==> config.mk <==
export PLATFORM = sky130hd
export DESIGN_NAME = ddr_note_scheduler
export DESIGN_NICKNAME = d
export VERILOG_FILES = /design/src/rtl/ddr_note_scheduler_pkg.sv /design/src/rtl/ddr_edge_detect.sv /design/src/rtl/ddr_note_scheduler.sv
export SDC_FILE = /design/constraint.sdc
export NUM_CORES = 1
export LEC_CHECK = 0
export ABC_CLOCK_PERIOD_IN_PS = 2100
export BUFFER_PORTS_ARGS = -buffer_cell sky130_fd_sc_hd__buf_2
export CAP_MARGIN = 30
export CORE_ASPECT_RATIO = 0.75
export CORE_UTILIZATION = 45
export CTS_BUF_LIST = sky130_fd_sc_hd__clkbuf_2 sky130_fd_sc_hd__clkbuf_4 sky130_fd_sc_hd__clkbuf_8
export CTS_CLUSTER_DIAMETER = 100
export CTS_CLUSTER_SIZE = 8
export DETAILED_ROUTE_END_ITERATION = 10
export MAX_ROUTING_LAYER = met4
export PLACE_DENSITY = 0.79
export SYNTH_ARGS = -nofsm -noshare
export SYNTH_HDL_FRONTEND = slang
export SYNTH_HIERARCHICAL = 1
export SYNTH_SLANG_ARGS = --single-unit
export TNS_END_PERCENT = 20
==> constraint.sdc <==
create_clock -name clk -period 2.1 [get_ports clk]
set_input_delay 0.42 -clock clk [delete_from_list [all_inputs] [get_ports clk]]
set_output_delay 0.42 -clock clk [all_outputs]
set_load 0.05 [all_outputs]
==> src/rtl/ddr_note_scheduler_pkg.sv <==
// Shared game definitions for the note scheduler (game-state encoding, lane count),
// mirroring the values of the game's common ddr_definitions.
package ddr_note_scheduler_pkg;

  localparam int STATE_BITS = 1;
  localparam logic [STATE_BITS:0] STATE_RESET = 2'd0;
  localparam logic [STATE_BITS:0] STATE_PAUSE = 2'd1;
  localparam logic [STATE_BITS:0] STATE_GAME  = 2'd2;
  localparam int NUM_LANES = 4;

endpackage

==> src/rtl/ddr_edge_detect.sv <==
// Per-lane rising-edge detector; history clears to 0 on reset and holds while en is low.
module ddr_edge_detect
  import ddr_note_scheduler_pkg::*;
#(
  parameter int WIDTH = NUM_LANES
) (
  input  logic             clk,
  input  logic             rst_n,
  input  logic             en,
  input  logic [WIDTH-1:0] sig,
  output logic [WIDTH-1:0] rise
);

  logic [WIDTH-1:0] hist_q, hist_d;

  always_comb begin
    hist_d = en ? sig : hist_q;
  end

  always_ff @(posedge clk or negedge rst_n) begin
    if (!rst_n) hist_q <= '0;
    else        hist_q <= hist_d;
  end

  assign rise = sig & ~hist_q;

endmodule

==> src/rtl/ddr_note_scheduler.sv <==
// Note scheduler: fetches lane masks from the pattern ROM on each beat and scores button hits.
// Define DDR_COMBO_BONUS_EN to make hits at or above BONUS_THRESH combo score 2 instead of 1.
module ddr_note_scheduler
  import ddr_note_scheduler_pkg::*;
#(
  parameter int PATTERN_LEN  = 64,
  parameter int ADDR_W       = 6,
  parameter int COMBO_W      = 8,
  parameter int SCORE_W      = 12,
  parameter int BONUS_THRESH = 10
) (
  input  logic                    clk,
  input  logic                    rst_n,
  input  logic [STATE_BITS:0]     game_state,
  input  logic                    beat_tick,
  input  logic [NUM_LANES-1:0]    lane_btn,
  output logic [ADDR_W-1:0]       rom_addr,
  input  logic [NUM_LANES-1:0]    rom_data,
  output logic [NUM_LANES-1:0]    lane_pending,
  output logic [COMBO_W-1:0]      combo,
  output logic [COMBO_W-1:0]      max_combo,
  output logic [SCORE_W-1:0]      score,
  output logic                    hit_pulse,
  output logic                    miss_pulse
);

`ifdef DDR_COMBO_BONUS_EN
  localparam logic BONUS_EN = 1'b1;
`else
  localparam logic BONUS_EN = 1'b0;
`endif

  typedef enum logic [1:0] {S_IDLE, S_RUN, S_FETCH} state_t;

  state_t               state_q, state_d;
  logic [ADDR_W-1:0]    ptr_q, ptr_d;
  logic [NUM_LANES-1:0] pend_q, pend_d;
  logic [COMBO_W-1:0]   combo_q, combo_d;
  logic [COMBO_W-1:0]   max_combo_q, max_combo_d;
  logic [SCORE_W-1:0]   score_q, score_d;
  logic                 hit_q, hit_d;
  logic                 miss_q, miss_d;

  logic                 in_game, frozen, miss_ev;
  logic [NUM_LANES-1:0] rise, ev, hits, bad, left;
  logic [1:0]           score_inc;
  logic [SCORE_W:0]     score_sum;

  assign in_game = (game_state == STATE_GAME);
  assign frozen  = (state_q == S_IDLE) && (game_state == STATE_PAUSE);

  ddr_edge_detect #(.WIDTH(NUM_LANES)) u_edge (
    .clk  (clk),
    .rst_n(rst_n),
    .en   (!frozen),
    .sig  (lane_btn),
    .rise (rise)
  );

  always_comb begin
    state_d     = state_q;
    ptr_d       = ptr_q;
    pend_d      = pend_q;
    combo_d     = combo_q;
    score_d     = score_q;
    hit_d       = 1'b0;
    miss_d      = 1'b0;
    max_combo_d = (!frozen && (combo_q > max_combo_q)) ? combo_q : max_combo_q;

    // Presses only count while the game is actually running; a pause request drops them.
    ev        = ((state_q != S_IDLE) && in_game) ? rise : '0;
    hits      = ev & pend_q;
    bad       = ev & ~pend_q;
    left      = pend_q & ~hits;
    miss_ev   = |bad;
    score_inc = 2'd1 + {1'b0, BONUS_EN && (combo_q >= COMBO_W'(BONUS_THRESH))};
    score_sum = {1'b0, score_q} + (SCORE_W+1)'(score_inc);

    case (state_q)
      S_IDLE: begin
        if (game_state == STATE_RESET) begin
          ptr_d       = '0;
          pend_d      = '0;
          combo_d     = '0;
          max_combo_d = '0;
          score_d     = '0;
        end
        if (in_game) state_d = S_RUN;
      end
      S_RUN, S_FETCH: begin
        pend_d = left;
        if (state_q == S_FETCH) begin
          // Anything still pending after this cycle's hits has expired.
          miss_ev = miss_ev | (|left);
          pend_d  = rom_data;
          ptr_d   = (ptr_q == ADDR_W'(PATTERN_LEN-1)) ? '0 : ptr_q + ADDR_W'(1);
        end
        if (miss_ev) begin
          combo_d = '0;
          miss_d  = 1'b1;
        end else if (|hits) begin
          hit_d   = 1'b1;
          combo_d = (&combo_q) ? combo_q : combo_q + COMBO_W'(1);
          score_d = score_sum[SCORE_W] ? '1 : score_sum[SCORE_W-1:0];
        end
        if (!in_game)                           state_d = S_IDLE;
        else if (state_q == S_RUN && beat_tick) state_d = S_FETCH;
        else                                    state_d = S_RUN;
      end
      default: state_d = S_IDLE;
    endcase
  end

  always_ff @(posedge clk or negedge rst_n) begin
    if (!rst_n) begin
      state_q     <= S_IDLE;
      ptr_q       <= '0;
      pend_q      <= '0;
      combo_q     <= '0;
      max_combo_q <= '0;
      score_q     <= '0;
      hit_q       <= 1'b0;
      miss_q      <= 1'b0;
    end else begin
      state_q     <= state_d;
      ptr_q       <= ptr_d;
      pend_q      <= pend_d;
      combo_q     <= combo_d;
      max_combo_q <= max_combo_d;
      score_q     <= score_d;
      hit_q       <= hit_d;
      miss_q      <= miss_d;
    end
  end

  assign rom_addr     = ptr_q;
  assign lane_pending = pend_q;
  assign combo        = combo_q;
  assign max_combo    = max_combo_q;
  assign score        = score_q;
  assign hit_pulse    = hit_q;
  assign miss_pulse   = miss_q;

endmodule
== Yosys cells after proc, flatten, opt, wreduce, memory -nomap -nowiden ==
Index checks and enable logic that the tools add are counted.
Storage, ports and cells
  bits in registers: 46
  logic and storage cells: 83
Cells by class
  $add $sub $neg: 3
  $lt $le $gt $ge: 1
  equality and inequality tests: 12
  multiplexer cells: 32
  bitwise logic cells: 8
  reduce and logical (&&, ||, !) cells: 18
Operators by type and width (count)
  $mux W8: 7
  $mux W12: 4
  $pmux W12 S2: 1
  $mux W6: 3
  $and A4 B4 Y4: 4
  $pmux W8 S2: 1
  $add A12 B1 Y13 const B: 1
  $mux W4: 3
  $not A4 Y4: 3
  $pmux W6 S2: 1
  $reduce_or A4 Y1: 3
  $add A8 B1 Y8 const B: 1
  $gt A8 B8 Y1: 1
  $ne A2 B2 Y1 const B: 4
  $pmux W4 S2: 1
  $reduce_and A4 Y1: 2
  $reduce_and A8 Y1: 1
  $mux W1: 7
  $add A6 B1 Y6 const B: 1
  $eq A6 B6 Y1 const B: 1
  $mux W2: 3
  $ne A3 B3 Y1 const B: 2
  $eq A2 B1 Y1 const B: 2
  $eq A2 B2 Y1 const B: 2
  10 further kinds: 15

== Longest topological paths before layout ==
Gate-level depths: netlist of run 1.
  depth after elaboration: 12
  mapped depth: 9
  depth with buffers taken out: 7

== By module ==
The synthesis of run 1 kept the hierarchy.
By module, submodules not included
  ddr_note_scheduler: times used 1, cells each 308, area an instance 2756.4 sq um
  ddr_edge_detect: times used 1, cells each 12, area an instance 170.2 sq um

== Worst setup path before layout of run 1 ==
No wires, ideal clock.
  kind: register -> register
  start: register state_q[0]
  end: register score_q[4] (netlist: score[4])
  arrival time: 2062 ps
  required time: 1945 ps
  path slack: -117 ps
  stages on the path, launching flop included: 10
  path buffers: 2
  clock period less this slack: 2217 ps
  cell sequence: dfrtp_1 -> inv_1 -> ha_1 -> nor3b_4 -> buf_6 -> a21boi_2 -> o41a_1 -> buf_4 -> nor4_1 -> a211oi_1
On the way
  longest elaborated chain between the ends: 12
  elaborated cells on any way between the ends: 23
  classes of those cells: 5 x eq/ne; 4 x mux; 5 x bitwise; 9 x reduce/logical
RTL lines
  start, declared: line ddr_note_scheduler.sv:35  | state_t state_q, state_d;
  start signal, assigned: line ddr_note_scheduler.sv:125  | state_q <= state_d;
  $reduce_bool A2 Y1: line ddr_note_scheduler.sv:71  | ev = ((state_q != S_IDLE) && in_game) ? rise : '0;
  $logic_and A1 B1 Y1: line ddr_note_scheduler.sv:71
  $mux W4: line ddr_note_scheduler.sv:71
  $and A4 B4 Y4: line ddr_note_scheduler.sv:72  | hits = ev & pend_q;
  $not A4 Y4: line ddr_note_scheduler.sv:74  | left = pend_q & ~hits;
  $and A4 B4 Y4: line ddr_note_scheduler.sv:74
  $reduce_or A4 Y1: line ddr_note_scheduler.sv:94  | miss_ev = miss_ev | (|left);
  $or A1 B1 Y1: line ddr_note_scheduler.sv:94
  $mux W1: line ddr_note_scheduler.sv:92  | if (state_q == S_FETCH) begin
  $mux W1: line ddr_note_scheduler.sv:79  | case (state_q)
  $ne A2 B2 Y1 (no line)
  $reduce_and A4 Y1 (no line)
  end signal, assigned: line ddr_note_scheduler.sv:130  | score_q <= score_d;
  end, declared: line ddr_note_scheduler.sv:40  | logic [SCORE_W-1:0] score_q, score_d;
Several ways; a longest one is shown, not always the timed one. The select of a mux whose other input is x is not followed.
A chain may end at the register's enable or synchronous reset.

== Final worst setup path of run 1 ==
  start: register state_q[0]
  end: register combo_q[4] (netlist: combo[4])
On the way
  longest elaborated chain between the ends: 12
  elaborated cells on any way between the ends: 24
  classes of those cells: 5 x eq/ne; 5 x mux; 5 x bitwise; 9 x reduce/logical
RTL lines
  $reduce_bool A2 Y1: line ddr_note_scheduler.sv:71
  $logic_and A1 B1 Y1: line ddr_note_scheduler.sv:71
  $mux W4: line ddr_note_scheduler.sv:71
  $and A4 B4 Y4: line ddr_note_scheduler.sv:72
  $not A4 Y4: line ddr_note_scheduler.sv:74
  $and A4 B4 Y4: line ddr_note_scheduler.sv:74
  $reduce_or A4 Y1: line ddr_note_scheduler.sv:94
  $or A1 B1 Y1: line ddr_note_scheduler.sv:94
  $mux W1: line ddr_note_scheduler.sv:92
  $mux W1: line ddr_note_scheduler.sv:79
  $ne A3 B3 Y1 (no line) or $mux W8 (tied branches)
  $reduce_and A4 Y1 (no line) or $pmux W8 S2 (tied branches)
  end signal, assigned: line ddr_note_scheduler.sv:128  | combo_q <= combo_d;
  end, declared: line ddr_note_scheduler.sv:38  | logic [COMBO_W-1:0] combo_q, combo_d;
Several ways; a longest one is shown, not always the timed one. The select of a mux whose other input is x is not followed.

==> impl_metrics.ini, run 1 <==
[timing]
relSlewSlack = 0.622
fin_skew_ns = 0.0135
fmax_mhz = 462
tightest_slew_ns = 0.568
finalCriticalPeriod_ns = 2.17
fin_ws_ns = -0.0653
grt_setup_unrepaired = yes
hold_viol_final = 0
setup_violations = 16
finalCritPeriodShare = 1.03
slew_violations = 0

[cts]
cts.sinks = 46
htree_levels = 2
clock_latency_ns = 0.32
cts_tree = built
cts_hold_buf = 0
path_clk_slew_ns = 0.10
cts_buffer_depth = 2
cts_made_buffers = 5
cts_root_buf = clkbuf_8

[setup_path]
end_kind = flop
crit_arrival_ns = 2.43
cp_max_fo = 5
rrSetupSlack_ns = -0.07
r2r_start = state_q[0]$_DFFE_PN0P_
reg2reg_to = combo[4]$_DFFE_PN0P_
path_class = reg2reg
start_kind = flop
cp.required_ns = 2.36
rr_worst_depth = 8

[detailed_routing]
routed_wl_mm = 8.27
vias = 2977
drtIter0Drc = 253
dr.pass1.iters = 6
vias_per_cell = 6.06
avgRoutedWirePerCell_um = 16.8
ant_nets = 0
drc = 0

[logic_synthesis]
synth_edf_count = 0
ys_ff_latch = 46
postSynthAreaPerCell_um2 = 9.15
ys_seq_area_frac = 0.393
netlist.area_leader.share = 0.393
synth_nets = 349
netlist_area_mm2 = 0.00293
yosys.area.top_type = dfrtp_1
ys_async_sr_fraction = 1.00
netlist_instances = 320
yosys-top-cells-area = dfrtp_1 (39%), ha_1 (6.8%), a21oi_1 (3.9%), nand2_1 (3.7%), o21ai_0 (3.6%)
synth_top_flop_cell = dfrtp_1
ys_types = 57
ys_warn_count = 6

[layout]
nNetsFinal = 438
final_area_mm2 = 0.00378
drive_above_1_share = 0.302
finalNonFillerCells = 491
area_growth_syn_to_layout_pct = 29.2
fillers = 548
antennaDiodeCount = 0

[global_routing]
grt_pass1_wl_mm = 13.2
grt.overflow.total = 0
grt_pass1_vias = 2693
grt.total_usage = 0.261
grt_max_degree = 25
antenna_found_initial = 0

[floorplan]
die_y_um = 71.8
dieArea_mm2 = 0.00683
core_mm2 = 0.00629
num_rows = 25
die_w_um = 95.1
pin_count = 53
initial_core_util = 0.465

[placed_design]
placed_area_mm2 = 0.00352
portBuffers = 52
dp_cells = 476
gp_congestion = 0.887
hpwl_mm = 5.60

[power_and_ir_drop]
total_power_uw = 2770
p_per_area_mw_per_mm2 = 733
p_leak_uw = 0.00177
max-vdd-ir-drop_mv = 0.374

[run_status]
outcome = finished with violations
failed_checks = setup timing

[flow_run]
maxCapViolCount = 0

[worst_hold_path]
hold_path_class = in2async
==> cell type report <==
class	instances	area, um^2	area share
multi-input cells	246	1740	0.461
inverters	19	71.3	0.0189
clock inverters	1	30.0	0.00794
flip-flops and latches	46	1150	0.305
repair buffers	91	601	0.159
well taps	81	101	0.0268
clock buffers	7	83.8	0.0222
==> metal layers <==
layer | vias up | part of all wire | track usage | routed length [um]
li1 | 1390 | - | - | -
met1 | 1410 | 0.45 | 0.367 | 3740
met2 | 159 | 0.45 | 0.364 | 3710
met3 | 18 | 0.085 | 0.0637 | 707
met4 | 0 | 0.015 | 0.0859 | 121
met5 | - | 0 | - | 0
==> flip-flops by register name (all words and copies together), names as in the netlist <==
register       count
hit_pulse          1
score             12
rom_addr           6
combo              8
miss_pulse         1
max_combo          8
lane_pending       4
state_q            2
u_edge/hist_q      4
==> layout by cell type, fill, tap and decap left out, types with 3 or more instances in the layout <==
cell | synthesis | layout
o31ai_1 | 5 | 3
a31oi_1 | 8 | 8
and3_1 | 4 | 4
mux2_1 | 4 | 4
buf_4 | 1 | 32
a311oi_1 | 4 | 4
nor2_1 | 8 | 8
a21o_1 | 3 | 3
nand3_1 | 20 | 20
a22o_1 | 5 | 5
nand4_1 | 8 | 8
ha_1 | 16 | 15
nand2_1 | 29 | 29
o211ai_1 | 5 | 5
dfrtp_1 | 46 | 46
clkbuf_8 | 0 | 5
nor3_1 | 13 | 12
o21a_1 | 3 | 3
nor4_1 | 7 | 5
inv_1 | 19 | 17
nor2b_1 | 13 | 13
a21boi_2 | 1 | 3
buf_6 | 2 | 4
o21ai_0 | 21 | 21
a21oi_1 | 23 | 23
buf_2 | 1 | 52
and2_1 | 3 | 3
nand3b_1 | 3 | 3
==> Yosys cell counts (2+ instances only) <==
cell      instances
dfrtp_1          46
nand4_1           8
nor2b_1          13
nand2_1          29
o21ai_0          21
nor2_1            8
a41oi_1           3
nor4_1            7
ha_1             16
a31oi_1           8
a211oi_1          3
clkbuf_1          5
and2_1            3
mux2i_1           2
a32o_1            2
o21a_1            3
or2_2             2
inv_1            19
o31ai_1           5
nand2b_1          2
o211ai_1          5
buf_6             2
mux2_1            4
a21oi_1          23
and4_1            2
and3_1            4
nand3b_1          3
a22o_1            5
nand3_1          20
a21boi_1          3
nor3_1           13
a311oi_1          4
a21o_1            3
==> cells by family after synthesis <==
logic type      after synthesis  share of synthesized area
buf+inv                      28                     0.0428
mux                           6                     0.0222
simple gates                123                      0.233
compound gates              101                      0.240
flops                        46                      0.393
fa+ha+maj                    16                     0.0684
==> critical path: stages (launching register included) <==
cell and delay (ns):
dfrtp_1 0.37, inv_2 0.06, ha_4 0.16, nor3b_4 0.33, a21boi_2 0.13, o41a_1 0.50
buf_6 0.17, o31ai_1 0.24, a32o_1 0.16
==> what timing repair did <==
action | CTS | global route
pin swaps | 14 | 6
gates resized for setup | 17 | 5
setup buffers | 6 | 0
cloned | 1 | 0
endpoints found under the setup margin | 15 | 23
==> where the power goes <==
| part | switching, uW | internal (uW) |
|---|---|---|
| sequential | 55.3 | 945 |
| clock | 328 | 383 |
| combinational | 676 | 382 |
==> how the worst max path moves through the flow <==
stage,from,to,slack (ns),depth (start not counted)
global route,state_q[1]$_DFFE_PN0P_,score[7]$_DFFE_PN0P_,-0.20,9
CTS,state_q[1]$_DFFE_PN0P_,score[10]$_DFFE_PN0P_,-0.03,8
floorplan,lane_pending[3]$_DFFE_PN0P_,score[4]$_DFFE_PN0P_,-0.008,5
detailed placement,state_q[1]$_DFFE_PN0P_,combo[5]$_DFFE_PN0P_,-0.05,9
global placement,lane_btn[3],score[7]$_DFFE_PN0P_,-0.01,9
finish,state_q[0]$_DFFE_PN0P_,combo[4]$_DFFE_PN0P_,-0.07,8
==> stage by stage <==
| stage | setup WS [ns] | TNS [ns] | hold WS [ns] | utilization |
|---|---|---|---|---|
| 6_report | -0.0653 | -0.633 | 0.0828 | 0.601 |
| 5_1_grt | -0.200 | -2.81 | 0.119 | 0.601 |
| 4_1_cts | -0.0349 | -0.262 | 0.101 | 0.597 |
| 3_5_place_dp | -0.0455 | -0.351 | 0.446 | 0.560 |
| 3_3_place_gp | -0.00995 | -0.0312 | 0.429 | 0.560 |
| 2_1_floorplan | -0.00773 | -0.00773 | 0.124 | - |
Note: power is estimated with default switching activity, not from simulation.
==> run 2, diff against run 1 <==
BUFFER_PORTS_ARGS = unset   (was -buffer_cell sky130_fd_sc_hd__buf_2)
DONT_BUFFER_PORTS = 1   (was unset)
PLACE_DENSITY = 0.72   (was 0.79)
==> run 2 against run 1 <==
  * The flow still finishes with violations (setup timing)
  * Global-route usage down 0.74 points
  * Combinational power grew 12%
  * Fmax is 3.3% lower
  * Utilization rose by 2.3 points
  * First-iteration DRC count shrank 25%
  * Routed wire length up 0.98%
  * Hold slack better by 0.14 ns
  * Clock skew down 0.0056 ns
  * Sequential power about the same
  * Critical path depth rose by 1
  * Die area stayed put
  * Largest cell class unchanged
  * Highest routed layer unchanged
==> impl_metrics.ini, run 2 (synthesis results as in run 1) <==
[run_status]
outcome = finished with violations
failed_checks = setup timing

[timing]
hold_viol_final = 0
setup_violations = 20
fin_skew_ns = 0.00793
fin_ws_ns = -0.140
tightest_slew_ns = 0.488
fmax_mhz = 447
slew_violations = 0
finalCritPeriodShare = 1.07
timing.hold.ws_ns = 0.223
relSlewSlack = 0.674
grt_setup_unrepaired = yes
finalCriticalPeriod_ns = 2.24

[placed_design]
dp_slack_ns = -0.104
gp_congestion = 0.893
hpwl_mm = 5.55
portBuffers = 0

[detailed_routing]
vias_per_cell = 5.96
routed_wl_mm = 8.35
drtIter0Drc = 190
vias = 2863
dr.pass1.iters = 5
drc = 0
avgRoutedWirePerCell_um = 17.4
ant_nets = 0

[layout]
multi_input_comb_area_mm2 = 0.00184
register_area_mm2 = 0.00115
nNetsFinal = 427
fillers = 505
antennaDiodeCount = 0
largest_reg_flops = 12
most-common-layout-cells = buf_4 (71), dfrtp_1 (46), nand2_1 (29), a21oi_1 (22), o21ai_0 (21)
final_common_cell = buf_4
drive_above_1_share = 0.311
area_growth_syn_to_layout_pct = 34.0

[global_routing]
grt.overflow.total = 0
antenna_found_initial = 0
grt_pass1_wl_mm = 13.1
grt_pass1_vias = 2713
grt.total_usage = 0.253
grt_max_degree = 47

[flow_run]
maxCapViolCount = 0

[cts]
cts_made_buffers = 5
cts_tree = built
cts_buffer_depth = 2
cts.sinks = 46
cts_root_buf = clkbuf_8
clock_latency_ns = 0.31
htree_levels = 2
path_clk_slew_ns = 0.09

[floorplan]
pin_count = 53
dieArea_mm2 = 0.00683
die_y_um = 71.8
die_w_um = 95.1
core_mm2 = 0.00629
num_rows = 25
initial_core_util = 0.465

[power_and_ir_drop]
p_leak_uw = 0.00174
max-vdd-ir-drop_mv = 0.335
p_per_area_mw_per_mm2 = 706

[setup_path]
cpPeakStageDelay_ns = 0.50
cp_max_fo = 5
crit_path_frequent_cell = buf_6
cp_top_family = simple AND/OR/NAND/NOR gates
path_class = reg2reg
crit_chain = inv_2 > ha_4 > nor3b_4 > buf_6 > a21boi_4 > o41a_1 > buf_6 > nor4_2 > nor3_1
cp.required_ns = 2.29
end_kind = flop
crit_arrival_ns = 2.43
critical_path_buf_inv_count = 3
start_kind = flop
crit_path_top_delay_cell = o41a_1

[worst_hold_path]
hold_path_class = in2reg
## run 2: final cells by class
type / count / area share
Clock buffer: 7 / 0.0230
Clock inverter: 1 / 0.00128
Inverter: 19 / 0.0182
Multi-Input combinational cell: 246 / 0.468
Sequential cell: 46 / 0.293
Tap cell: 81 / 0.0258
Timing Repair Buffer: 80 / 0.170
## run 2: final timing paths
| kind | start | endpoint | slack (ns) | cells after the start |
|---|---|---|---|---|
| min in group asynchronous | rst_n | state_q[0]$_DFFE_PN0P_ | 0.66 | 2 |
| hold reg to reg | u_edge/hist_q[2]$_DFFE_PN0P_ | u_edge/hist_q[2]$_DFFE_PN0P_ | 0.49 | 1 |
| max in group asynchronous | rst_n | u_edge/hist_q[2]$_DFFE_PN0P_ | 1.22 | 2 |
| setup / recovery | state_q[0]$_DFFE_PN0P_ | score[3]$_DFFE_PN0P_ | -0.14 | 9 |
| hold / removal | rom_data[3] | lane_pending[3]$_DFFE_PN0P_ | 0.22 | 2 |
| setup reg to reg | state_q[0]$_DFFE_PN0P_ | score[3]$_DFFE_PN0P_ | -0.14 | 9 |
## run 2: stage by stage
| step | setup TNS (ns) | power, uW | instances | utilization | area (um^2) |
|---|---|---|---|---|---|
| finish | -1.53 | 2770 | 480 | 0.624 | 3920 |
| global route | -3.54 | 2920 | 480 | 0.624 | 3920 |
| CTS | -0.195 | 2660 | 464 | 0.581 | 3660 |
| detailed placement | -0.437 | 2000 | 452 | 0.550 | 3460 |
| global placement | -0.000290 | 1970 | 452 | 0.550 | 3460 |
| floorplan | -0.00773 | 1700 | 320 | - | 2950 |
## run 2: timing repair
item	4_1_cts	5_1_grt
gates resized for setup	10	26
setup endpoints to repair	15	26
gates cloned	0	1
pin swaps	5	19
hold buffers	2	0
buffers inserted	2	16
hold endpoints to repair	46	0
## run 2: routing by layer
| metal | global-route usage | wire, um |
|---|---|---|
| met1 | 0.339 | 3780 |
| met2 | 0.373 | 3750 |
| met3 | 0.0605 | 698 |
| met4 | 0.0875 | 125 |
| met5 | - | 0 |
## run 2: power by group
group,switching [uW],total (uW),internal [uW]
Sequential,43.8,988,944
Combinational,729,1190,460
Clock,315,595,279
